==> src/rtl/babysoc_pkg.sv <==
// Shared types and defaults for the babysoc DAC path.
// Holds the code type, pacer defaults and the slew helper.
package babysoc_pkg;

    localparam int DAC_W   = 10;
    localparam int DAC_MAX = (1 << DAC_W) - 1;

    typedef logic [DAC_W-1:0] dac_code_t;
    typedef logic [DAC_W:0]   dac_diff_t;

    localparam int DEF_DEPTH    = 8;
    localparam int DEF_DIV      = 16;
    localparam int DEF_MAX_STEP = 0;

    typedef enum logic {
        HOLD = 1'b0,
        SLEW = 1'b1
    } pacer_state_e;

    // One slew step from cur toward tgt; a zero step jumps straight there.
    function automatic dac_code_t step_toward(
        input dac_code_t cur,
        input dac_code_t tgt,
        input dac_diff_t max_step
    );
        dac_diff_t diff;
        dac_code_t nxt;
        if (tgt >= cur) begin
            diff = {1'b0, tgt} - {1'b0, cur};
        end else begin
            diff = {1'b0, cur} - {1'b0, tgt};
        end
        if (max_step == '0 || diff <= max_step) begin
            nxt = tgt;
        end else if (tgt > cur) begin
            nxt = cur + max_step[DAC_W-1:0];
        end else begin
            nxt = cur - max_step[DAC_W-1:0];
        end
        return nxt;
    endfunction

endpackage

==> src/rtl/dac_sample_pacer_if.sv <==
// Bus between the rvmyth output side and the DAC pacer.
// master drives codes and flag clears; slave reports status.
interface dac_sample_pacer_if #(
    parameter int DEPTH = 8
);
    import babysoc_pkg::*;

    localparam int LW = $clog2(DEPTH) + 1;

    dac_code_t         core_out;
    logic              clr_flags;
    dac_code_t         dac_d;
    logic              sample_tick;
    logic [LW-1:0]     fifo_level;
    logic              overflow;
    logic              underflow;

    modport master (
        output core_out,
        output clr_flags,
        input  dac_d,
        input  sample_tick,
        input  fifo_level,
        input  overflow,
        input  underflow
    );

    modport slave (
        input  core_out,
        input  clr_flags,
        output dac_d,
        output sample_tick,
        output fifo_level,
        output overflow,
        output underflow
    );

endinterface

==> src/rtl/pacer_fifo.sv <==
// Single-clock code FIFO with a separate up/down level counter.
// A push into a full FIFO with no pop is dropped and flagged on ovf_o.
module pacer_fifo
    import babysoc_pkg::*;
#(
    parameter  int DEPTH = DEF_DEPTH,
    localparam int AW    = $clog2(DEPTH),
    localparam int LW    = AW + 1
) (
    input  logic          clk,
    input  logic          reset,
    input  logic          push_i,
    input  logic          pop_i,
    input  dac_code_t     din_i,
    output dac_code_t     dout_o,
    output logic          full_o,
    output logic          empty_o,
    output logic          ovf_o,
    output logic [LW-1:0] level_o
);

    dac_code_t     mem_q [DEPTH];
    logic [AW-1:0] wr_q;
    logic [AW-1:0] rd_q;
    logic [LW-1:0] lvl_q;
    logic          do_push;
    logic          do_pop;

    assign full_o  = (lvl_q == LW'(DEPTH));
    assign empty_o = (lvl_q == '0);
    assign do_pop  = pop_i && !empty_o;
    assign do_push = push_i && (!full_o || do_pop);
    assign ovf_o   = push_i && full_o && !do_pop;
    assign dout_o  = mem_q[rd_q];
    assign level_o = lvl_q;

    // Storage array; contents are don't-care until written.
    always_ff @(posedge clk) begin
        if (do_push) begin
            mem_q[wr_q] <= din_i;
        end
    end

    // Pointers wrap naturally; level tracks occupancy.
    always_ff @(posedge clk) begin
        if (reset) begin
            wr_q  <= '0;
            rd_q  <= '0;
            lvl_q <= '0;
        end else begin
            if (do_push) begin
                wr_q <= wr_q + 1'b1;
            end
            if (do_pop) begin
                rd_q <= rd_q + 1'b1;
            end
            if (do_push && !do_pop) begin
                lvl_q <= lvl_q + 1'b1;
            end else if (do_pop && !do_push) begin
                lvl_q <= lvl_q - 1'b1;
            end
        end
    end

endmodule

==> src/rtl/dac_sample_pacer.sv <==
// Paces rvmyth output codes onto the avsddac D input.
// Change-detect capture, fixed-rate ticks, optional slew, sticky flags.
module dac_sample_pacer
    import babysoc_pkg::*;
#(
    parameter int        DEPTH      = DEF_DEPTH,
    parameter int        DIV        = DEF_DIV,
    parameter int        MAX_STEP   = DEF_MAX_STEP,
    parameter dac_code_t RESET_CODE = '0
) (
    input logic               clk,
    input logic               reset,
    dac_sample_pacer_if.slave bus
);

    localparam int LW     = $clog2(DEPTH) + 1;
    localparam int CW     = (DIV > 1) ? $clog2(DIV) : 1;
    localparam int STEP_C = (MAX_STEP > DAC_MAX) ? DAC_MAX : MAX_STEP;
    localparam dac_diff_t STEP = dac_diff_t'(STEP_C);

    dac_code_t    prev_q;
    logic [CW-1:0] cnt_q, cnt_d;
    dac_code_t    code_q, code_d;
    dac_code_t    tgt_q, tgt_d;
    pacer_state_e state_q, state_d;
    logic         tick_q;
    logic         ovf_q, ovf_d;
    logic         unf_q, unf_d;

    logic          tick;
    logic          push;
    logic          pop;
    logic          unf_set;
    dac_code_t     fifo_dout;
    logic          fifo_empty;
    logic          fifo_full_unused;
    logic          fifo_ovf;
    logic [LW-1:0] level;

    assign push  = (bus.core_out != prev_q);
    assign tick  = (cnt_q == CW'(DIV - 1));
    assign cnt_d = tick ? '0 : cnt_q + 1'b1;

    pacer_fifo #(
        .DEPTH (DEPTH)
    ) u_fifo (
        .clk     (clk),
        .reset   (reset),
        .push_i  (push),
        .pop_i   (pop),
        .din_i   (bus.core_out),
        .dout_o  (fifo_dout),
        .full_o  (fifo_full_unused),
        .empty_o (fifo_empty),
        .ovf_o   (fifo_ovf),
        .level_o (level)
    );

    // Per-tick slew/pop decision and HOLD/SLEW next state.
    always_comb begin
        code_d  = code_q;
        tgt_d   = tgt_q;
        pop     = 1'b0;
        unf_set = 1'b0;
        if (tick) begin
            unique case (state_q)
                SLEW: begin
                    code_d = step_toward(code_q, tgt_q, STEP);
                end
                HOLD: begin
                    if (!fifo_empty) begin
                        pop    = 1'b1;
                        tgt_d  = fifo_dout;
                        code_d = step_toward(code_q, fifo_dout, STEP);
                    end else begin
                        unf_set = 1'b1;
                    end
                end
            endcase
        end
        state_d = (code_d == tgt_d) ? HOLD : SLEW;
    end

    // Sticky flags: a set in the same cycle as a clear wins.
    always_comb begin
        ovf_d = ovf_q;
        unf_d = unf_q;
        if (bus.clr_flags) begin
            ovf_d = 1'b0;
            unf_d = 1'b0;
        end
        if (fifo_ovf) begin
            ovf_d = 1'b1;
        end
        if (unf_set) begin
            unf_d = 1'b1;
        end
    end

    // State registers; reset discards everything in flight.
    always_ff @(posedge clk) begin
        if (reset) begin
            prev_q  <= RESET_CODE;
            cnt_q   <= '0;
            code_q  <= RESET_CODE;
            tgt_q   <= RESET_CODE;
            state_q <= HOLD;
            tick_q  <= 1'b0;
            ovf_q   <= 1'b0;
            unf_q   <= 1'b0;
        end else begin
            prev_q  <= bus.core_out;
            cnt_q   <= cnt_d;
            code_q  <= code_d;
            tgt_q   <= tgt_d;
            state_q <= state_d;
            tick_q  <= tick;
            ovf_q   <= ovf_d;
            unf_q   <= unf_d;
        end
    end

    assign bus.dac_d       = code_q;
    assign bus.sample_tick = tick_q;
    assign bus.fifo_level  = level;
    assign bus.overflow    = ovf_q;
    assign bus.underflow   = unf_q;

endmodule

==> src/flat_wrapper.sv <==
// flat-port wrapper written by rule: the top's interface ports become plain ports
module dac_sample_pacer_flat import babysoc_pkg::*;
#(
    parameter int        DEPTH      = DEF_DEPTH,
    parameter int        DIV        = DEF_DIV,
    parameter int        MAX_STEP   = DEF_MAX_STEP,
    parameter dac_code_t RESET_CODE = '0
)
  (clk, reset, bus_core_out, bus_clr_flags, bus_dac_d, bus_sample_tick, bus_fifo_level, bus_overflow, bus_underflow);
  dac_sample_pacer_if #(.DEPTH(DEPTH)) bus_i ();
  input logic clk;
  input logic reset;
  input wire logic [$bits(bus_i.core_out)-1:0] bus_core_out;
  input wire logic [$bits(bus_i.clr_flags)-1:0] bus_clr_flags;
  output wire logic [$bits(bus_i.dac_d)-1:0] bus_dac_d;
  output wire logic [$bits(bus_i.sample_tick)-1:0] bus_sample_tick;
  output wire logic [$bits(bus_i.fifo_level)-1:0] bus_fifo_level;
  output wire logic [$bits(bus_i.overflow)-1:0] bus_overflow;
  output wire logic [$bits(bus_i.underflow)-1:0] bus_underflow;
  assign bus_i.core_out = bus_core_out;
  assign bus_i.clr_flags = bus_clr_flags;
  assign bus_dac_d = bus_i.dac_d;
  assign bus_sample_tick = bus_i.sample_tick;
  assign bus_fifo_level = bus_i.fifo_level;
  assign bus_overflow = bus_i.overflow;
  assign bus_underflow = bus_i.underflow;
  dac_sample_pacer #(.DEPTH(DEPTH), .DIV(DIV), .MAX_STEP(MAX_STEP), .RESET_CODE(RESET_CODE)) u_core (.clk(clk), .reset(reset), .bus(bus_i));
endmodule
==> config.mk <==
export PLATFORM = sky130hd
export DESIGN_NAME = dac_sample_pacer_flat
export DESIGN_NICKNAME = d
export VERILOG_FILES = /design/src/rtl/babysoc_pkg.sv /design/src/rtl/dac_sample_pacer_if.sv /design/src/rtl/pacer_fifo.sv /design/src/rtl/dac_sample_pacer.sv /design/src/flat_wrapper.sv
export SDC_FILE = /design/constraint.sdc
export NUM_CORES = 1
export LEC_CHECK = 0
export ABC_CLOCK_PERIOD_IN_PS = 3200
export CORE_MARGIN = 8
export CORE_UTILIZATION = 45
export DETAILED_ROUTE_END_ITERATION = 6
export HOLD_SLACK_MARGIN = 0.12
export PLACE_DENSITY_LB_ADDON = 0.05
export SETUP_SLACK_MARGIN = 0.3
export SKIP_LAST_GASP = 1
export SYNTH_ARGS = -nofsm -noshare
export SYNTH_HDL_FRONTEND = slang
export SYNTH_HIERARCHICAL = 1
export SYNTH_SLANG_ARGS = --single-unit
export TNS_END_PERCENT = 5
==> constraint.sdc <==
create_clock -name clk -period 3.2 [get_ports clk]
set_clock_uncertainty 0.2 [all_clocks]
set_input_delay 0.64 -clock clk [delete_from_list [all_inputs] [get_ports clk]]
set_output_delay 0.64 -clock clk [all_outputs]
set_load 0.005 [all_outputs]
==> flow_summary.ini, run 1 <==
[timing]
drv_slew = 0
finalHoldViolCount = 0
maxSlewHeadroom_pct = 49.40
grt_setup_unrepaired = true
setup_slack_ns = 0.3941
period_needed_ns = 2.806
worst_pin_slew_ns = 0.7590
setup_violations = 0
fin_tns_setup_ns = 0
finalCritPeriodShare_pct = 87.68
max_freq_ghz = 0.3564

[critical_path]
critPathMaxFanout = 4
crit_chain = dlygate4sd2_1 > xor2_1 > nor4_2 > buf_4 > nand4_1 > o21ai_4 > inv_2 > ha_4 > inv_4 > ha_4 > a21oi_4 > a211oi_2 > a31oi_1 > mux2_2
path_common_cell = ha_4
max_stage_delay_ns = 0.35
critical_path_class = in -> reg
start_kind = input pin
worstPathArrival_ns = 2.91
slowest_stage = mux2_2
end_kind = flop
cp.required_ns = 3.30

[yosys]
post_synth.cell_area_avg_sq_um = 13.70
netlist_instances = 398
yosysWarningCount = 6
synth_area_sq_um = 5454
synth.net_count = 418

[clocking]
cts_max_path_buffers = 2
insertion_delay_ns = 0.41
cts_tree = built
path_clk_slew_ns = 0.06
clockRootBuffer = clkbuf_16
clock_sinks = 131
h-tree-depth = 4
cts_buffers = 17

[floorplan]
rows = 40
floorplan.initialDensity_pct = 45.79
chipWidth_um = 126.1
ios = 30
core_sq_um = 11910
die-area_sq_um = 15900
die_y_um = 126.1

[cells_and_area]
drive_above_1_share_pct = 27.14
area_growth_pct = 28.26
multi_input_area_sq_um = 1963
nFillCells = 980
seqCellArea_sq_um = 3425
antenna_cells = 0
finalNetCount = 486

[global_routing]
grt_max_degree = 38
use_met2_pct = 24.28
globalRouteMet1Util_pct = 20.50
gr-usage-met3_pct = 5.401
grt_overflow = 0
grt_pass1_vias = 3534
antenna_found_initial = 0
track_usage_pct = 15.94
busiest_layer = met2
grt_pass1_wl_um = 19150

[routing]
routed_wl_um = 11990
post_drt_wl_per_cell_um = 19.16
first_pass_iters = 4
drt-initial-drc-count = 301
drc = 0
via_per_inst = 5.422
via_count = 3394
ant_nets = 0

[placed_design]
port_buffers = 29
dpl.hpwl_um = 7602
dp_slack_ns = -0.4873
place_congestion = 0.7325

[run]
drv_cap = 0

[pwr]
swShare_pct = 23.75
p_comb_share_pct = 15.4
power_per_cell_area_nw_per_um2 = 721.6
p_sw_uw = 1199
power_frac_seq_pct = 39.7
power.share.clock_pct = 44.9
peakVddDrop_mv = 0.4926
power_uw = 5048
internal-power_uw = 3849
total_leakage_power_uw = 0.002491

[worst_hold_path]
min_path_type = reg -> reg

[outcome]
status = finished clean
==> critical path: cells and delay by family <==
kind	cells	cell delay, ns
XOR/XNOR	1	0.17
buffers and inverters	4	0.55
adder cells (fa/ha/maj)	2	0.38
AND/OR/NAND/NOR	2	0.33
AO/OA/AOI/OAI	4	0.49
multiplexers	1	0.35
==> worst paths after layout <==
kind         depth (start not counted)                startpoint  slack (ns)                       end
max                                 14           bus_core_out[4]        0.39  u_core/u_fifo/level_o[3]
min                                  1           u_core/cnt_q[0]        0.29           u_core/cnt_q[0]
min reg2reg                          1           u_core/cnt_q[0]        0.29           u_core/cnt_q[0]
max reg2reg                         11  u_core/u_fifo/level_o[2]        0.45  u_core/u_fifo/level_o[2]
==> placed cells by master (no fill, tap or decap), drive strengths merged, types with 6 or more instances in the layout <==
cell type and n:
xnor2 6, nor2b 21, nor4 6, nand3 12
clkbuf 21, clkdlybuf4s50 19, o21ai 11, mux2 11
xor2 21, dfxtp 51, a31oi 12, mux4 20
nor2 32, inv 13, o21a 9, edfxtp 80
buf 47, a21oi 23, bufinv 7, a311oi 10
ha 6
==> through the flow <==
stage / util [%] / cells / instance area (sq um) / hold slack, ns
after floorplan: - / 398 / 5489 / 0.2568
after global placement: 52.37 / 589 / 6238 / 0.2710
after detailed placement: 52.37 / 589 / 6238 / 0.2884
after CTS: 58.72 / 625 / 6994 / 0.3019
after global routing: 58.73 / 626 / 6995 / 0.2971
final: 58.73 / 626 / 6995 / 0.2920
==> timing repair <==
item,4_1_cts,5_1_grt
setup endpoints to repair,3,2
buffers inserted,4,1
hold buffers,0,0
resized for setup,22,10
pin swaps,7,7
==> per-layer routing <==
| layer | wire, um | vias up |
|---|---|---|
| li1 | - | 1629 |
| met1 | 5603 | 1692 |
| met2 | 5705 | 59 |
| met3 | 491 | 14 |
| met4 | 193 | 0 |
| met5 | 0 | - |
==> cell type report <==
cell class	count	share of cell area, %
Tap cell	147	2.629
Inverter	13	0.7333
Sequential cell	131	48.95
Clock buffer	18	6.278
Multi-Input combinational cell	230	28.06
Timing Repair Buffer	73	9.658
Clock inverter	14	3.684
==> power by group through the flow <==
stage / clock network, uW / logic (uW) / registers, uW
2_1_floorplan: 0 / 432 / 2030
3_3_place_gp: 0 / 751 / 2040
3_5_place_dp: 0 / 760 / 2040
4_1_cts: 2310 / 778 / 2010
5_1_grt: 2380 / 848 / 2020
6_report: 2270 / 776 / 2010
==> sequential cells by signal (all words and copies together), names as in the netlist, named ones only <==
name	count
u_core/u_fifo/wr_q	3
u_core/u_fifo/rd_q	3
u_core/bus.sample_tick	1
u_core/state_q	1
u_core/u_fifo/mem_q	80
u_core/bus.overflow	1
u_core/prev_q	10
u_core/tgt_q	10
u_core/u_fifo/level_o	4
u_core/cnt_q	4
u_core/bus.dac_d	10
u_core/bus.underflow	1
Note: power is estimated with default switching activity, not from simulation.
==> run 2, diff against run 1 <==
TNS_END_PERCENT = default   (was 5)
==> run 2 against run 1 <==
  * Via count grew 0.71%
  * Design area rose by 0.18%
  * Count of clock-buffer cells in the layout is the same
  * Cell count did not move
  * Combinational power about the same
  * Utilization rose by 0.10 points
  * Critical path type unchanged
  * Largest power group unchanged
  * Highest routed layer unchanged
==> flow_summary.ini, run 2 (synthesis results as in run 1) <==
[critical_path]
cp.required_ns = 3.30
worst-path-stages = 14
worstPathArrival_ns = 2.91
start_kind = input pin
r2r_slack_ns = 0.45
crit_chain = dlygate4sd2_1 > xor2_1 > nor4_2 > buf_4 > nand4_1 > o21ai_4 > inv_2 > ha_4 > inv_4 > ha_4 > a21oi_4 > a211oi_2 > a31oi_1 > mux2_2
regToRegEndpoint = u_core/u_fifo/level_o[3]
r2r_start = u_core/u_fifo/level_o[2]
critPathTopFamily = buffers and inverters
end_kind = flop
path_common_cell = ha_4
critPathMaxFanout = 4
max_stage_delay_ns = 0.35
critical_path_class = in -> reg
r2r_cells = 11
critPathBufInv = 4
slowest_stage = mux2_2

[cells_and_area]
finalNonFillerCells = 626
seqCellArea_sq_um = 3426
finalNetCount = 486
largest_register_ffs = 80
final_util_pct = 58.83
antenna_cells = 0
regMostFlops = u_core/u_fifo/mem_q
area_growth_pct = 28.49
final_cell_mix = 80 x edfxtp_1, 49 x dfxtp_1, 37 x buf_4, 30 x nor2_1, 22 x a21oi_1
drive_above_1_share_pct = 27.35
layout_commonest_cell = edfxtp_1
multi_input_area_sq_um = 1974
nFillCells = 980

[clocking]
cts_max_path_buffers = 2
clockRootBuffer = clkbuf_16
clock_sinks = 131
h-tree-depth = 4
cts_buffers = 17
cts_tree = built
path_clk_slew_ns = 0.06
insertion_delay_ns = 0.41

[worst_hold_path]
min_path_type = reg -> reg
holdPathEnd = u_core/cnt_q[0]
min_path_cells = 1
hold_path_startpoint = u_core/cnt_q[0]

[timing]
finalCritPeriodShare_pct = 87.82
grt_setup_unrepaired = false
max_freq_ghz = 0.3558
setup_violations = 0
drv_slew = 0
finalHoldViolCount = 0
maxSlewHeadroom_pct = 49.59
period_needed_ns = 2.810
worst_pin_slew_ns = 0.7561

[routing]
via_count = 3418
routed_wl_um = 12020
post_drt_wl_per_cell_um = 19.20
drc = 0
drt-initial-drc-count = 298
via_per_inst = 5.460
first_pass_iters = 5
ant_nets = 0

[floorplan]
floorplan.initialDensity_pct = 45.79
rows = 40
core_sq_um = 11910
ios = 30
chipWidth_um = 126.1
die-area_sq_um = 15900
die_y_um = 126.1

[pwr]
power_per_cell_area_nw_per_um2 = 720.8
total_leakage_power_uw = 0.002495
peakVddDrop_mv = 0.4907

[placed_design]
dp_cells = 589
dpl.hpwl_um = 7602
port_buffers = 29
place_congestion = 0.7325

[global_routing]
antenna_found_initial = 0
grt_pass1_vias = 3534
grt_max_degree = 38
track_usage_pct = 15.94
grt_pass1_wl_um = 19150
grt_overflow = 0

[outcome]
status = finished clean

[run]
drv_cap = 0
## run 2: cell types whose count changed in the layout (fill, tap and decap cells not counted)
cell     delta
dfxtp_1     -1
dfxtp_2     +1
o41ai_2     -1
o41ai_4     +1
## run 2: worst max-delay path by stage
stage | slack (ns) | end | startpoint
after global routing | 0.30 | u_core/u_fifo/level_o[3] | bus_core_out[4]
after CTS | 0.30 | u_core/u_fifo/level_o[3] | bus_core_out[1]
final | 0.39 | u_core/u_fifo/level_o[3] | bus_core_out[4]
after global placement | -0.44 | u_core/u_fifo/level_o[3] | bus_core_out[3]
after floorplan | 0.28 | u_core/u_fifo/level_o[3] | bus_core_out[3]
after detailed placement | -0.49 | u_core/u_fifo/level_o[3] | bus_core_out[3]
## run 2: power by group
| group | internal [uW] | total, uW | switching, uW |
|---|---|---|---|
| registers | 1940 | 2010 | 66.3 |
| logic | 351 | 778 | 426 |
| clock network | 1560 | 2260 | 709 |
## run 2: repair_timing
action	in CTS	in global routing
gates resized for setup	22	12
pin swaps	7	7
setup buffers	4	1
endpoints found under the setup margin	3	2
hold buffers	0	0
## run 2: per-stage QoR
stage / power, uW / area, sq um / hold slack, ns / TNS (ns) / setup WS, ns
after CTS: 5099 / 6994 / 0.3019 / 0 / 0.3007
after global routing: 5253 / 7008 / 0.2971 / 0 / 0.2953
after global placement: 2786 / 6238 / 0.2710 / -0.8915 / -0.4356
final: 5051 / 7008 / 0.2931 / 0 / 0.3897
after floorplan: 2466 / 5489 / 0.2568 / 0 / 0.2838
after detailed placement: 2802 / 6238 / 0.2884 / -0.9862 / -0.4873
## run 2: worst reg2reg max path, stage by stage, from the launching register on
cell      delay [ns]
dfxtp_1         0.33
buf_4           0.17
or4b_4          0.56
o21ai_4         0.16
inv_2           0.07
ha_4            0.17
inv_4           0.07
ha_4            0.21
a21oi_4         0.14
a211oi_2        0.08
a31oi_1         0.15
mux2_2          0.35
## run 2: cell type report
type                            count  share of cell area (%)
Sequential cell                   131                   48.88
Multi-Input combinational cell    230                   28.17
Clock inverter                     14                   3.678
Tap cell                          147                   2.625
Inverter                           13                  0.7320
Timing Repair Buffer               73                   9.641
Clock buffer                       18                   6.267
## run 2: routing by layer
layer  vias up  routed length [um]  GRT usage (%)  part of all wire, %
met4         0                 148          6.299                  1.2
met5         -                   0              0                    0
met3        10                 511          5.401                  4.3
met1      1718                5514          20.50                   46
li1       1630                   -              -                    -
met2        60                5847          24.28                   49
==> run 3, diff against run 2 <==
CORE_UTILIZATION = 55   (was 45)
CTS_BUF_LIST = sky130_fd_sc_hd__clkbuf_4 sky130_fd_sc_hd__clkbuf_8   (was default)
SYNTH_HIERARCHICAL = default   (was 1)
==> run 3 against run 2 <==
  * Sequential cell count stayed put
  * Die area is 18% lower
  * Setup slack better by 0.042 ns
  * Synthesized cell count is 9.5% lower
  * Sequential share of layout area is 3.7 points higher
  * Utilization is 9.0 points higher
  * Via count is 9.8% lower
  * Total power is 21% lower
  * Combinational power is 41% lower
==> flow_summary.ini, run 3 <==
[yosys]
yosysWarningCount = 0
synth_cell_type_count = 51
ys_ff_latch = 131
synth-main-ff-cell = edfxtp_1
synth.top_cell.area_share_pct = 45.03
async_flop_share_pct = 0
synth_common_cells = 80 x edfxtp_1, 51 x dfxtp_1, 25 x nor3_1
post_synth.cell_area_avg_sq_um = 14.82
ys_seq_area_share_pct = 64.17
synth_area_sq_um = 5335
synth-edff-count = 80
netlist_instances = 360
synth_area_leaders = edfxtp_1 45%, dfxtp_1 19%, mux4_2 8.4%
synth.net_count = 380
synth_top_cell_by_area = edfxtp_1
yosysMostFrequentCell = edfxtp_1

[clocking]
clockRootBuffer = clkbuf_8
cts_tree = built
insertion_delay_ns = 0.42
cts_max_path_buffers = 2
h-tree-depth = 4
holdBufCountCts = 0
cts_buffers = 17
path_clk_slew_ns = 0.07
clock_sinks = 131

[cells_and_area]
seqCellArea_sq_um = 3425
drive_above_1_share_pct = 29.06
antenna_cells = 0
nFillCells = 693
final_cell_mix = 80 x edfxtp_1, 50 x dfxtp_1, 33 x buf_4, 25 x nor3_1, 23 x nor2_1
area_growth_pct = 22.02
multi_input_area_sq_um = 1916
layout_commonest_cell = edfxtp_1
finalNetCount = 444
design_area_sq_um = 6510
largest_register_ffs = 80
final_util_pct = 67.85
regMostFlops = u_core.u_fifo.mem_q

[floorplan]
core_sq_um = 9594
rows = 36
die_y_um = 114.5
floorplan.initialDensity_pct = 55.61
chipWidth_um = 114.5
die-area_sq_um = 13110
ios = 30

[critical_path]
max_stage_delay_ns = 0.34
regToRegEndpoint = u_core.u_fifo.level_o[3]
slowest_stage = mux2_2
critPathBufInv = 3
crit_chain = dlygate4sd2_1 > xnor2_2 > nand4_4 > o31ai_4 > inv_2 > ha_4 > inv_4 > ha_4 > a21o_1 > a21oi_2 > mux2i_1 > mux2_2
end_kind = flop
critPathMaxFanout = 3
worst-path-stages = 12
start_kind = input pin
r2r_cells = 12
cp.required_ns = 3.32
critical_path_class = in -> reg
cp-startpoint = bus_core_out[7]
worstPathArrival_ns = 2.89
r2r_start = u_core.cnt_q[1]
path_common_cell = ha_4
r2r_slack_ns = 0.48
critPathTopFamily = compound AO/OA/AOI/OAI gates

[timing]
drv_slew = 0
finalHoldViolCount = 0
setup_violations = 0
period_needed_ns = 2.769
setup_slack_ns = 0.4312
max_freq_ghz = 0.3612
grt_setup_unrepaired = false
maxSlewHeadroom_pct = 36.70
worst_pin_slew_ns = 0.9495
finalCritPeriodShare_pct = 86.52

[placed_design]
place_congestion = 0.7495
port_buffers = 29
placed_area_sq_um = 5961
dpl.hpwl_um = 6456
dp_slack_ns = -0.3959

[global_routing]
grt_pass1_vias = 3132
grt_pass1_wl_um = 16280
track_usage_pct = 16.48
antenna_found_initial = 0
grt_max_degree = 56
grt_overflow = 0

[run]
drv_cap = 0

[worst_hold_path]
min_path_cells = 2
hold_path_startpoint = u_core.u_fifo.rd_q[1]
min_path_type = reg -> reg

[routing]
first_pass_iters = 5
via_count = 3084
top_layer_used = met4
ant_nets = 0
via_per_inst = 5.411
drc = 0
post_drt_wl_per_cell_um = 17.32
wl_met3_um = 565
routed_wl_um = 9871
drt-met1-wl_um = 4452
drt-initial-drc-count = 242
wl_met2_um = 4775

[outcome]
status = finished clean

[pwr]
peakVddDrop_mv = 0.4138
power_per_cell_area_nw_per_um2 = 610.9
total_leakage_power_uw = 0.002236
run 3: stage by stage:
step                hold slack (ns)  std cells  total power, uW  TNS [ns]
detailed placement           0.2730        533             2504   -0.5663
finish                       0.2805        570             3977         0
CTS                          0.2847        569             4003         0
global route                 0.3185        570             4140         0
global placement             0.2699        533             2479   -0.4601
floorplan                    0.2541        360             2300         0
run 3: what timing repair did:
action	in CTS	in global routing
pin swaps	6	9
resized for setup	17	9
endpoints found under the setup margin	2	2
setup buffers	4	1
run 3: final cells by class:
class                   count  share of cell area, %
flip-flops and latches    131                  52.60
multi-input cells         203                  29.43
repair buffers             63                  8.168
clock buffers              20                  3.940
clock inverters            12                  2.806
well taps                 133                  2.556
inverters                   8                 0.4997
run 3: per-layer routing:
| metal | vias to the layer above | global-route usage [%] |
|---|---|---|
| met1 | 1505 | 21.46 |
| met5 | - | 0 |
| li1 | 1504 | - |
| met2 | 70 | 25.48 |
| met4 | 0 | 5.324 |
| met3 | 5 | 5.327 |
run 3: logic make-up (layout without fill, tap and decap cells):
logic type / after synthesis / after routing / synth area share, %
compound gates: 44 / 44 / 6.731
xor+xnor: 23 / 23 / 3.776
fa+ha+maj: 7 / 7 / 1.782
buf+inv: 26 / 103 / 2.392
flops: 131 / 131 / 64.17
mux: 24 / 24 / 9.240
simple gates: 105 / 105 / 11.91
run 3: power by group:
group	internal [uW]	switching [uW]	total, uW
Sequential	1930	82.9	2020
Combinational	231	230	462
Clock	879	620	1500
Total	3040	934	3980
run 3: worst reg2reg max path, delay by kind of cell, from the launching register on:
family	cells	cell delay, ns
adder cells (fa/ha/maj)	3	0.53
AO/OA/AOI/OAI	4	0.70
AND/OR/NAND/NOR	1	0.13
flip-flops	1	0.39
multiplexers	2	0.54
buffers and inverters	2	0.13
run 3: worst max-delay path by stage:
stage / slack (ns) / to
detailed placement: -0.40 / u_core.u_fifo.level_o[3]
finish: 0.43 / u_core.u_fifo.level_o[3]
global route: 0.30 / u_core.u_fifo.level_o[3]
CTS: 0.30 / u_core.u_fifo.level_o[3]
floorplan: 0.07 / u_core.u_fifo.level_o[3]
global placement: -0.35 / u_core.u_fifo.level_o[3]
